[src/rtl/reservation_station_array.sv]
// Multi-entry, age-ordered reservation station. Snoops NUM_CDB result buses
// and issues the oldest fully-ready entry to its functional unit.
module reservation_station_array #(
  parameter int unsigned DEPTH     = 4,
  parameter int unsigned DATA_W    = 32,
  parameter int unsigned OP_W      = 4,
  parameter int unsigned ROB_IDX_W = 3,
  parameter int unsigned NUM_CDB   = 2
) (
  input  logic                           clk_in,
  input  logic                           rst_in,
  input  logic                           valid_input_in,
  input  logic [OP_W-1:0]                opcode_in,
  input  logic [ROB_IDX_W-1:0]           rob_idx_in,
  input  logic [DATA_W-1:0]              V_i_in,
  input  logic [DATA_W-1:0]              V_j_in,
  input  logic [ROB_IDX_W-1:0]           Q_i_in,
  input  logic [ROB_IDX_W-1:0]           Q_j_in,
  input  logic                           i_ready_in,
  input  logic                           j_ready_in,
  input  logic [NUM_CDB-1:0]             cdb_valid_in,
  input  logic [NUM_CDB*ROB_IDX_W-1:0]   cdb_rob_idx_in,
  input  logic [NUM_CDB*DATA_W-1:0]      cdb_data_in,
  input  logic                           flush_in,
  input  logic                           fu_busy_in,
  output logic                           rs_free_for_input_out,
  output logic [$clog2(DEPTH+1)-1:0]     count_out,
  output logic                           rs_output_valid_out,
  output logic [DATA_W-1:0]              rval1_out,
  output logic [DATA_W-1:0]              rval2_out,
  output logic [OP_W-1:0]                opcode_out,
  output logic [ROB_IDX_W-1:0]           rob_idx_out
);

  localparam int unsigned CNT_W = $clog2(DEPTH + 1);
  localparam int unsigned IDX_W = $clog2(DEPTH);

  typedef struct packed {
    logic                 busy;
    logic [OP_W-1:0]      opcode;
    logic [ROB_IDX_W-1:0] rob_idx;
    logic [DATA_W-1:0]    vi;
    logic [DATA_W-1:0]    vj;
    logic [ROB_IDX_W-1:0] qi;
    logic [ROB_IDX_W-1:0] qj;
    logic                 ri;
    logic                 rj;
  } entry_t;

  entry_t             ent_q   [DEPTH];
  entry_t             woken_c [DEPTH+1];
  entry_t             next_c  [DEPTH];
  entry_t             disp_c;
  logic [CNT_W-1:0]   count_q;
  logic [CNT_W-1:0]   count_next_c;
  logic [CNT_W-1:0]   disp_slot_c;
  logic [IDX_W-1:0]   sel_idx_c;
  logic               sel_found_c;
  logic               issue_c;
  logic               do_disp_c;
  logic [DATA_W:0]    snoop_i_c [DEPTH];
  logic [DATA_W:0]    snoop_j_c [DEPTH];
  logic [DATA_W:0]    byp_i_c;
  logic [DATA_W:0]    byp_j_c;

  // Tag lookup across all buses; MSB is the hit flag, lowest bus index wins.
  function automatic logic [DATA_W:0] snoop(input logic [ROB_IDX_W-1:0] tag);
    logic [DATA_W:0] r;
    r = '0;
    for (int k = int'(NUM_CDB) - 1; k >= 0; k--) begin
      if (cdb_valid_in[k] && cdb_rob_idx_in[k*ROB_IDX_W +: ROB_IDX_W] == tag)
        r = {1'b1, cdb_data_in[k*DATA_W +: DATA_W]};
    end
    return r;
  endfunction

  assign rs_free_for_input_out = (count_q < CNT_W'(DEPTH));
  assign count_out             = count_q;

  always_comb begin
    for (int i = 0; i < DEPTH; i++) begin
      snoop_i_c[i] = snoop(ent_q[i].qi);
      snoop_j_c[i] = snoop(ent_q[i].qj);
    end
    byp_i_c = snoop(Q_i_in);
    byp_j_c = snoop(Q_j_in);
  end

  // Oldest ready entry, from registered state only.
  always_comb begin
    sel_found_c = 1'b0;
    sel_idx_c   = '0;
    for (int i = int'(DEPTH) - 1; i >= 0; i--) begin
      if (ent_q[i].busy && ent_q[i].ri && ent_q[i].rj) begin
        sel_found_c = 1'b1;
        sel_idx_c   = IDX_W'(i);
      end
    end
  end

  assign issue_c     = sel_found_c && !fu_busy_in && !flush_in;
  assign do_disp_c   = valid_input_in && rs_free_for_input_out && !flush_in;
  assign disp_slot_c = count_q - CNT_W'(issue_c);

  // CDB wakeup of held entries; the extra top slot feeds an empty entry into compaction.
  always_comb begin
    for (int i = 0; i < DEPTH; i++) begin
      woken_c[i] = ent_q[i];
      if (ent_q[i].busy && !ent_q[i].ri && snoop_i_c[i][DATA_W]) begin
        woken_c[i].vi = snoop_i_c[i][DATA_W-1:0];
        woken_c[i].ri = 1'b1;
      end
      if (ent_q[i].busy && !ent_q[i].rj && snoop_j_c[i][DATA_W]) begin
        woken_c[i].vj = snoop_j_c[i][DATA_W-1:0];
        woken_c[i].rj = 1'b1;
      end
    end
    woken_c[DEPTH] = '0;
  end

  // New entry with same-cycle bypass from the buses.
  always_comb begin
    disp_c         = '0;
    disp_c.busy    = 1'b1;
    disp_c.opcode  = opcode_in;
    disp_c.rob_idx = rob_idx_in;
    disp_c.qi      = Q_i_in;
    disp_c.qj      = Q_j_in;
    disp_c.vi      = i_ready_in ? V_i_in : byp_i_c[DATA_W-1:0];
    disp_c.vj      = j_ready_in ? V_j_in : byp_j_c[DATA_W-1:0];
    disp_c.ri      = i_ready_in | byp_i_c[DATA_W];
    disp_c.rj      = j_ready_in | byp_j_c[DATA_W];
  end

  // Compact over the issued slot, then place the dispatched entry at the tail.
  always_comb begin
    for (int i = 0; i < DEPTH; i++) begin
      next_c[i] = woken_c[i];
      if (issue_c && (IDX_W'(i) >= sel_idx_c))
        next_c[i] = woken_c[i+1];
      if (do_disp_c && (CNT_W'(i) == disp_slot_c))
        next_c[i] = disp_c;
    end
    count_next_c = count_q - CNT_W'(issue_c) + CNT_W'(do_disp_c);
  end

  always_ff @(posedge clk_in or negedge rst_in) begin
    if (!rst_in) begin
      for (int i = 0; i < DEPTH; i++) ent_q[i] <= '0;
      count_q             <= '0;
      rs_output_valid_out <= 1'b0;
      rval1_out           <= '0;
      rval2_out           <= '0;
      opcode_out          <= '0;
      rob_idx_out         <= '0;
    end else if (flush_in) begin
      for (int i = 0; i < DEPTH; i++) ent_q[i] <= '0;
      count_q             <= '0;
      rs_output_valid_out <= 1'b0;
    end else begin
      for (int i = 0; i < DEPTH; i++) ent_q[i] <= next_c[i];
      count_q             <= count_next_c;
      rs_output_valid_out <= issue_c;
      if (issue_c) begin
        rval1_out   <= ent_q[sel_idx_c].vi;
        rval2_out   <= ent_q[sel_idx_c].vj;
        opcode_out  <= ent_q[sel_idx_c].opcode;
        rob_idx_out <= ent_q[sel_idx_c].rob_idx;
      end
    end
  end

endmodule

[config.mk]
export PLATFORM = sky130hd
export DESIGN_NAME = reservation_station_array
export DESIGN_NICKNAME = d
export VERILOG_FILES = /design/src/rtl/reservation_station_array.sv
export SDC_FILE = /design/constraint.sdc
export NUM_CORES = 1
export LEC_CHECK = 0
export CAP_MARGIN = 0
export CORE_AREA = 5 5 245 247
export CTS_BUF_LIST = sky130_fd_sc_hd__clkbuf_8 sky130_fd_sc_hd__clkbuf_16
export CTS_CLUSTER_DIAMETER = 50
export DETAILED_ROUTE_END_ITERATION = 7
export DIE_AREA = 0 0 250 252
export GPL_ROUTABILITY_DRIVEN = 0
export HOLD_SLACK_MARGIN = 0.1
export SYNTH_ARGS = -nofsm -noshare
export SYNTH_HDL_FRONTEND = slang
export SYNTH_SLANG_ARGS = --single-unit
[constraint.sdc]
create_clock -name clk_in -period 4.3 [get_ports clk_in]
set_clock_uncertainty 0.15 [all_clocks]
set_input_delay 1.29 -clock clk_in [delete_from_list [all_inputs] [get_ports clk_in]]
set_output_delay 1.29 -clock clk_in [all_outputs]
set_load 0.03 [all_outputs]
### After elaboration in Yosys (flattened, before gate mapping)

Cells that the tools add are included.

* $add $sub $neg: 2
* multiplexer cells: 60
* eq/ne operators: 23
* reductions and logical operators: 74
* order comparisons: 6
* bitwise operators: 4

Operators by type and width (count)
* $mux W33: 20
* $mux W80: 8
* $mux W32: 10
* $mux W320: 1
* $bmux W80 S2: 1
* $mux W79: 2
* $eq A3 B3 Y1: 20
* $logic_and A1 B1 Y1: 56
* $mux W1: 13
* $reduce_bool A3 Y1: 4
* $logic_not A1 Y1: 10
* $mux W2: 4
* $reduce_bool A4 Y1: 2
* $eq A2 B3 Y1 const A: 2
* $ge A1 B2 Y1 const A: 2
* $ge A2 B2 Y1 const A: 2
* $add A3 B1 Y3: 1
* $eq A1 B3 Y1 const A: 1
* $ge A3 B3 Y1 const B: 1
* $logic_not A3 Y1: 1
* $lt A3 B3 Y1 const B: 1
* $mux W3: 1
* $not A2 Y3: 1
* $sub A3 B1 Y3: 1
* 3 further kinds: 4

* input bits: 156
* output and inout port bits: 76
* logic and storage cells: 211
* register bits: 395

### Logic depth before layout (Yosys ltp)

Gate-level depths: netlist (run 1).

* word-level depth: 13
* mapped depth: 16
* depth with buffers taken out: 12

### Worst setup path after synthesis (run 1)

Ideal clock, no wire load.

* path type: input-to-reg
* start point: input fu_busy_in
* end point: register ent_q[100] (netlist name)
* buffers on the path: 4
* path slack: -0.178 ns
* library setup time: 0.149 ns
* arrival: 4.179 ns
* data required time: 4.001 ns
* cell stages on the path: 15
* cells stage by stage: nor2_1 o21ai_1 clkbuf_1 clkbuf_1 inv_1 ha_1 ha_1 or4b_1 or3_1 clkbuf_1 nand2b_1 nor2_1 clkbuf_1 nand2_1 o221ai_1

* cells in the longest elaborated chain, start to end: 8
* elaborated cells between the ends (all ways): 10
* classes of those cells: add/sub (1); eq/ne (1); mux (3); reduce/logical (5)

Ends and longest elaborated chain
* start, declared: RTL line 25 `input logic fu_busy_in,`
* $logic_not A1 Y1 *: RTL line 101 `assign issue_c = sel_found_c && !fu_busy_in && !flush_in;`
* $logic_and A1 B1 Y1 * (2 in series): RTL line 101
* $sub A3 B1 Y3: RTL line 103 `assign disp_slot_c = count_q - CNT_W'(issue_c);`
* $eq A2 B3 Y1: RTL line 141 `if (do_disp_c && (CNT_W'(i) == disp_slot_c))`
* $logic_and A1 B1 Y1: RTL line 141
* $mux W80 *: RTL line 141
* $mux W320 *: RTL line 156 `end else if (flush_in) begin`

Every way passes the cells marked *; elsewhere a longest branch is shown, timed or not. The select of a mux whose other input is x is not followed.
A chain may end at the register's enable or synchronous reset.

### Worst setup path after layout (run 1)

* start point: input cdb_rob_idx_in[2]
* end point: register ent_q[116] (netlist name)

* cells in the longest elaborated chain, start to end: 8
* elaborated cells between the ends (all ways): 17
* classes of those cells: eq/ne (3); mux (9); reduce/logical (5)

Ends and longest elaborated chain
* start, declared: RTL line 22 `input logic [NUM_CDB*ROB_IDX_W-1:0] cdb_rob_idx_in,`
* $eq A3 B3 Y1: RTL line 71 `if (cdb_valid_in[k] && cdb_rob_idx_in[k*ROB_IDX_W +: ROB_IDX_W] == tag)`
* $logic_and A1 B1 Y1: RTL line 71
* $mux W33: RTL line 71
* $logic_and A1 B1 Y1: RTL line 113 `if (ent_q[i].busy && !ent_q[i].rj && snoop_j_c[i][DATA_W]) begin`
* $mux W32: RTL line 113
* $mux W80: RTL line 139 `if (issue_c && (IDX_W'(i) >= sel_idx_c))`
* $mux W80 *: RTL line 141
* $mux W320 *: RTL line 156

Marked as above.

==> flow_summary.ini, run 1 <==
[outcome]
status = finished, final reports clean

[grt]
grt_pass1_vias = 25100
top_usage_layer = met2
use_met3_pct = 6.25
antenna_found_initial = 1
grt_usage_pct = 31.6
grt_max_degree = 86
grt_pass1_wl_mm = 157
grt.overflow.total = 0
use_met2_pct = 50.4
grt_use_met1_pct = 42.6

[synthesis]
synthFlopType = dfrtp_1
synth_area_per_cell_um2 = 9.29
synthesis.area_um2 = 25700
syn_nets = 2926
yosysWarnings = 0
synth_cell_types = 51
yosysTopAreaCell = dfrtp_1
synth_cells = 2767
ys_seq_area_share_pct = 38.5
ys_top_cells_by_area = dfrtp_1, mux2_2, nand2_1
async_flop_share_pct = 100
synth_top_area_share_pct = 38.5
synth_seq_cells = 395
synth-edff-count = 0

[timing]
rsz0062_at_grt = false
tightest_slew_ns = 1.31
fin_ws_ns = 0.453
layout_min_cycle_time_ns = 3.85
finalSetupViolCount = 0
hold_viol = 0
max_freq_ghz = 0.260
maxSlewHeadroom_pct = 12.7
slew_violations = 0
period_share_pct = 89.5

[floorplanning]
core_area_um2 = 57400
die_w_um = 250
start_util_pct = 44.8
rows = 88
num_io_pins = 232
die_h_um = 252
dieArea_um2 = 63000

[cells_and_area]
finish.instance_area_um2 = 31700
area_growth_syn_to_layout_pct = 23.4
finish.net_count = 3065
antenna_cells = 0
drive_gt1_share_pct = 20.3
final_cells = 3715
nFillCells = 5020
utilization_pct = 55.3

[critical_path]
required_ns = 4.68
regToRegSetupSlack_ns = 0.77
cp-end-kind = flip-flop
reg2reg_depth = 11
reg2reg_from = ent_q[240]$_DFFE_PN0P_
cp-start-kind = primary input
worstPathArrival_ns = 4.23
path_class = in2reg
r2r-end = ent_q[137]$_DFF_PN0_
critPathMaxFanout = 32

[worst_hold_path]
min_from = rval2_out[1]$_DFFE_PN0P_
hp-class = reg2reg
hold_end = rval2_out[1]$_DFFE_PN0P_
whs_path_depth = 2

[placement]
post_dp_cell_area_um2 = 29900
io_buffer_count = 231
post-place-cells = 3616
hpwl_mm = 63.5
dp_slack_ns = -0.0783

[pwr]
irDropWorstVdd_uv = 291
p_per_area_nw_per_um2 = 345
p_leak_nw = 14.1

[route]
viasPerCell = 6.66
drcViolationCount = 0
wl_per_cell_um = 28.0
vias = 24700
drtPass1Iterations = 8
wirelength_mm = 104
antenna_left = 0
drtIter0Drc = 2927

[clock_network]
cts_setup_buffers = 0
clock_latency_ns = 0.62
cts_hold_buf = 0
cts_tree = built
clk_pin_slew_ns = 0.06
cts_resized = 0
numCtsBuffers = 53
htreeDepth = 2
clock_path_buffers = 3
cts_root_buf = clkbuf_16
clock_sinks = 395

[run]
drv_cap = 0
[cells in the final DEF, fill, tap and decap left out, drive strengths merged, types with 3 or more instances in the layout]
master         count
nand4             17
bufinv             5
xnor2             62
nor3b              3
a21oi             29
nor2              58
inv               22
and4               4
a211oi            17
a221o             51
o31ai             53
a21o              32
clkdlybuf4s50    227
nand3              4
nand2b             7
nor3               8
mux2             290
a32o              64
a311oi            26
o221ai            64
a222oi            64
o22ai            132
nor2b              5
mux2i            174
and3             105
o21ai            114
clkbuf            69
ha                 3
dfrtp            395
clkinv             9
buf              181
nand2            635
[state kept, by name, indices dropped and copies added, names as in the netlist]
name and cells:
count_out 3, rob_idx_out 3, rval2_out 32, rval1_out 32, ent_q 320, opcode_out 4
rs_output_valid_out 1
[worst max-delay path: stages]
cell             delay (ns)
clkdlybuf4s50_1        0.44
buf_12                 0.17
xnor2_1                0.20
and4_1                 0.31
nor2b_4                1.07
a222oi_1               0.29
buf_4                  0.25
o221ai_1               0.18
[power by group]
part	leakage, nW	internal, W	switching (W)	total, W
registers	5.46	0.00392	0.000149	0.00407
clock network	0.957	0.00286	0.00185	0.00472
logic	7.71	0.000948	0.00122	0.00216
total	14.1	0.00773	0.00322	0.0110
[metal layers]
layer	share of wire (%)	vias to the layer above
li1	-	10500
met1	40	12400
met2	45	1518
met3	9.7	339
met4	4.5	0
met5	0	-
[metrics by stage]
stage,total power (W),TNS [ns],hold slack [ns]
6_report,0.0110,0,0.327
5_1_grt,0.0113,0,0.356
4_1_cts,0.0110,0,0.332
3_5_place_dp,0.00625,-3.79,0.319
3_3_place_gp,0.00622,-3.80,0.314
2_1_floorplan,0.00528,0,0.316
[Yosys cell counts, types with 2 or more instances]
master	instances
a2111oi_0	2
a211oi_1	13
a211oi_2	4
a21o_1	32
a21oi_1	27
a21oi_2	2
a221o_1	51
a222oi_1	64
a22o_1	2
a311oi_1	26
a32o_1	64
and2_1	2
and3_1	105
and4_1	4
buf_1	27
buf_2	56
buf_6	6
clkbuf_1	235
dfrtp_1	395
ha_1	3
inv_1	8
mux2_2	233
mux2_4	57
mux2i_1	174
nand2_1	635
nand2b_1	7
nand3_1	4
nand4_1	16
nor2_1	58
nor2b_1	5
nor3_1	8
nor3b_1	3
nor4_1	2
o21ai_0	113
o221ai_1	64
o22ai_1	132
o31ai_1	53
or3_1	2
xnor2_1	59
xnor2_2	3
[kinds of logic (layout without fill, tap and decap cells)]
group / count (synthesis) / count (layout) / synth area share (%)
simple gates: 855 / 855 / 14.1
xor+xnor: 63 / 63 / 2.23
buf+inv: 332 / 515 / 5.30
compound gates: 655 / 655 / 19.4
fa+ha+maj: 3 / 3 / 0.146
flops: 395 / 395 / 38.5
mux: 464 / 464 / 20.3
[area by class of cell]
class / count / area, µm² / area share, %
multi-input cells: 2040 / 14700 / 46.3
flip-flops and latches: 395 / 9880 / 31.2
repair buffers: 408 / 4290 / 13.5
clock buffers: 69 / 1570 / 4.95
well taps: 765 / 957 / 3.02
clock inverters: 30 / 298 / 0.939
inverters: 8 / 30.0 / 0.0947
[how the worst max path moves through the flow]
stage | startpoint | to | slack, ns | cells past startpoint
3_5_place_dp | fu_busy_in | ent_q[161]$_DFF_PN0_ | -0.08 | 13
5_1_grt | fu_busy_in | ent_q[161]$_DFF_PN0_ | 0.42 | 13
2_1_floorplan | fu_busy_in | ent_q[100]$_DFF_PN0_ | 0.12 | 15
6_report | cdb_rob_idx_in[2] | ent_q[116]$_DFF_PN0_ | 0.45 | 8
4_1_cts | fu_busy_in | ent_q[137]$_DFF_PN0_ | 0.54 | 11
3_3_place_gp | fu_busy_in | ent_q[147]$_DFF_PN0_ | -0.06 | 11
(Power assumes the default switching activity.)
==> run 2, diff against run 1 <==
Settings changed: CTS_BUF_LIST sky130_fd_sc_hd__clkbuf_8 sky130_fd_sc_hd__clkbuf_16 to unset, DONT_BUFFER_PORTS set to 1.
==> run 2 against run 1 <==
  * The run now ends with DRC left
  * Fmax fell by 4.9%
  * Wire length fell by 3.3%
  * Final area fell by 11%
  * Core utilization fell by 6.3 points
  * Hold slack got worse by 0.085 ns
  * Via count fell by 6.1%
  * Combinational power fell by 39%
  * First-iteration DRC count barely moved
  * Global-route usage fell by 0.99 points
  * Sequential share of layout area rose by 4.0 points
  * Largest power group unchanged
==> flow_summary.ini, run 2 (same netlist as run 1, synthesis figures left out) <==
[cells_and_area]
largest_register = ent_q
largest_reg_flops = 320
reg_top3 = ent_q: 320 flops, rval1_out: 32 flops, rval2_out: 32 flops
finish.instance_area_um2 = 28100
nFillCells = 5156
drive_gt1_share_pct = 18.6
final_cell_mix = nand2_1, dfrtp_1, mux2_2
finish.net_count = 2732
area_growth_syn_to_layout_pct = 9.43
final_common_cell = nand2_1

[grt]
antenna_found_initial = 13
grt_max_degree = 396
grt_pass1_wl_mm = 150
grt_usage_pct = 30.6
grt.overflow.total = 0
grt_pass1_vias = 23600

[floorplanning]
rows = 88
die_h_um = 252
die_w_um = 250
start_util_pct = 44.8
core_area_um2 = 57400
dieArea_um2 = 63000
num_io_pins = 232

[timing]
hold_viol = 0
fin_ws_ns = 0.257
max_freq_ghz = 0.247
tns_ns = 0
hold-worst-slack_ns = 0.242
rsz0062_at_grt = false
layout_min_cycle_time_ns = 4.04
slew_violations = 0
maxSlewHeadroom_pct = 18.2
period_share_pct = 94.0
finalSetupViolCount = 0
tightest_slew_ns = 1.22

[outcome]
failed_checks = DRC
status = finished, violations left

[clock_network]
htreeDepth = 2
cts_resized = 0
clock_sinks = 395
cts_root_buf = clkbuf_16
clk_pin_slew_ns = 0.06
cts_hold_buf = 0
numCtsBuffers = 52
clock_latency_ns = 0.61
cts_tree = built
cts_setup_buffers = 0
clock_path_buffers = 3

[run]
drv_cap = 0

[route]
wirelength_mm = 101
antenna_left = 0
viasPerCell = 6.86
drtIter0Drc = 2929
wl_per_cell_um = 29.7
vias = 23200
drcViolationCount = 11
drtPass1Iterations = 8

[placement]
post_dp_cell_area_um2 = 26400
io_buffer_count = 0
hpwl_mm = 57.2
dp_slack_ns = 0.0722

[critical_path]
cp-start-kind = flip-flop
required_ns = 4.68
cp-end-kind = flip-flop
path_class = reg2reg
worstPathArrival_ns = 4.43
critPathMaxFanout = 33

[pwr]
p_leak_nw = 12.5
p_per_area_nw_per_um2 = 356
irDropWorstVdd_uv = 286

[worst_hold_path]
hp-class = in2async
[run 2: cell count changes in the layout (fill, tap and decap cells not counted), moves of 2 or more]
cell,previous run,this run
clkbuf_8,14,10
clkdlybuf4s50_1,227,0
clkinv_4,2,0
clkinvlp_4,2,4
buf_2,3,0
buf_12,53,19
clkbuf_16,55,53
buf_4,124,57
diode_2,0,10
clkbuf_1,0,14
inv_1,17,8
[run 2: final cells by class]
cell class                      count  area (µm²)  area share [%]
Clock buffer                       77        1520            5.39
Multi-Input combinational cell   2040       14700            52.2
Sequential cell                   395        9880            35.1
Clock inverter                     18         211           0.752
Inverter                            8        30.0           0.107
Antenna cell                       10        25.0          0.0890
Timing Repair Buffer               76         808            2.87
Tap cell                          765         957            3.40
[run 2: final timing paths]
path / startpoint / slack [ns] / depth (start not counted) / end
max in group asynchronous: rst_in / 2.86 / 0 / rval1_out[12]$_DFFE_PN0P_
setup / recovery: ent_q[240]$_DFFE_PN0P_ / 0.26 / 12 / ent_q[292]$_DFFE_PN0P_
hold / removal: rst_in / 0.24 / 0 / rob_idx_out[0]$_DFFE_PN0P_
hold reg to reg: ent_q[271]$_DFFE_PN0P_ / 0.34 / 1 / ent_q[271]$_DFFE_PN0P_
min in group clk_in: ent_q[271]$_DFFE_PN0P_ / 0.34 / 1 / ent_q[271]$_DFFE_PN0P_
setup reg to reg: ent_q[240]$_DFFE_PN0P_ / 0.26 / 12 / ent_q[292]$_DFFE_PN0P_
[run 2: per-layer routing]
layer,GRT usage (%),vias up,routed length [µm],part of all wire (%)
met5,0,-,66,0.066
met4,12.3,10,4290,4.3
met3,8.26,331,10800,11
met2,49.3,1361,46000,46
met1,39.5,11700,39700,39
li1,-,9868,-,-
[run 2: power by group]
group | internal, W | switching (W)
combinational | 0.000596 | 0.000715
sequential | 0.00392 | 0.000329
clock | 0.00267 | 0.00178
total | 0.00719 | 0.00282
[run 2: per-stage QoR]
| stage | cells | util (%) | total power (W) |
|---|---|---|---|
| 5_1_grt | 3384 | 49.0 | 0.0103 |
| 4_1_cts | 3379 | 49.0 | 0.0100 |
| 3_3_place_gp | 3284 | 46.0 | 0.00555 |
| 6_report | 3389 | 49.0 | 0.0100 |
| 2_1_floorplan | 2767 | - | 0.00528 |
| 3_5_place_dp | 3284 | 46.0 | 0.00559 |
[run 2: worst max-delay path, cell delays in order (launching register included)]
cell     delay [ns]
dfrtp_1        0.39
nand3_1        0.27
nand2_1        0.29
o21ai_4        0.22
inv_1          0.09
ha_1           0.18
ha_1           0.19
or4b_1         0.55
nor2_4         0.14
nor3_1         0.08
o31a_2         0.17
nor2_4         0.90
a32o_1         0.30
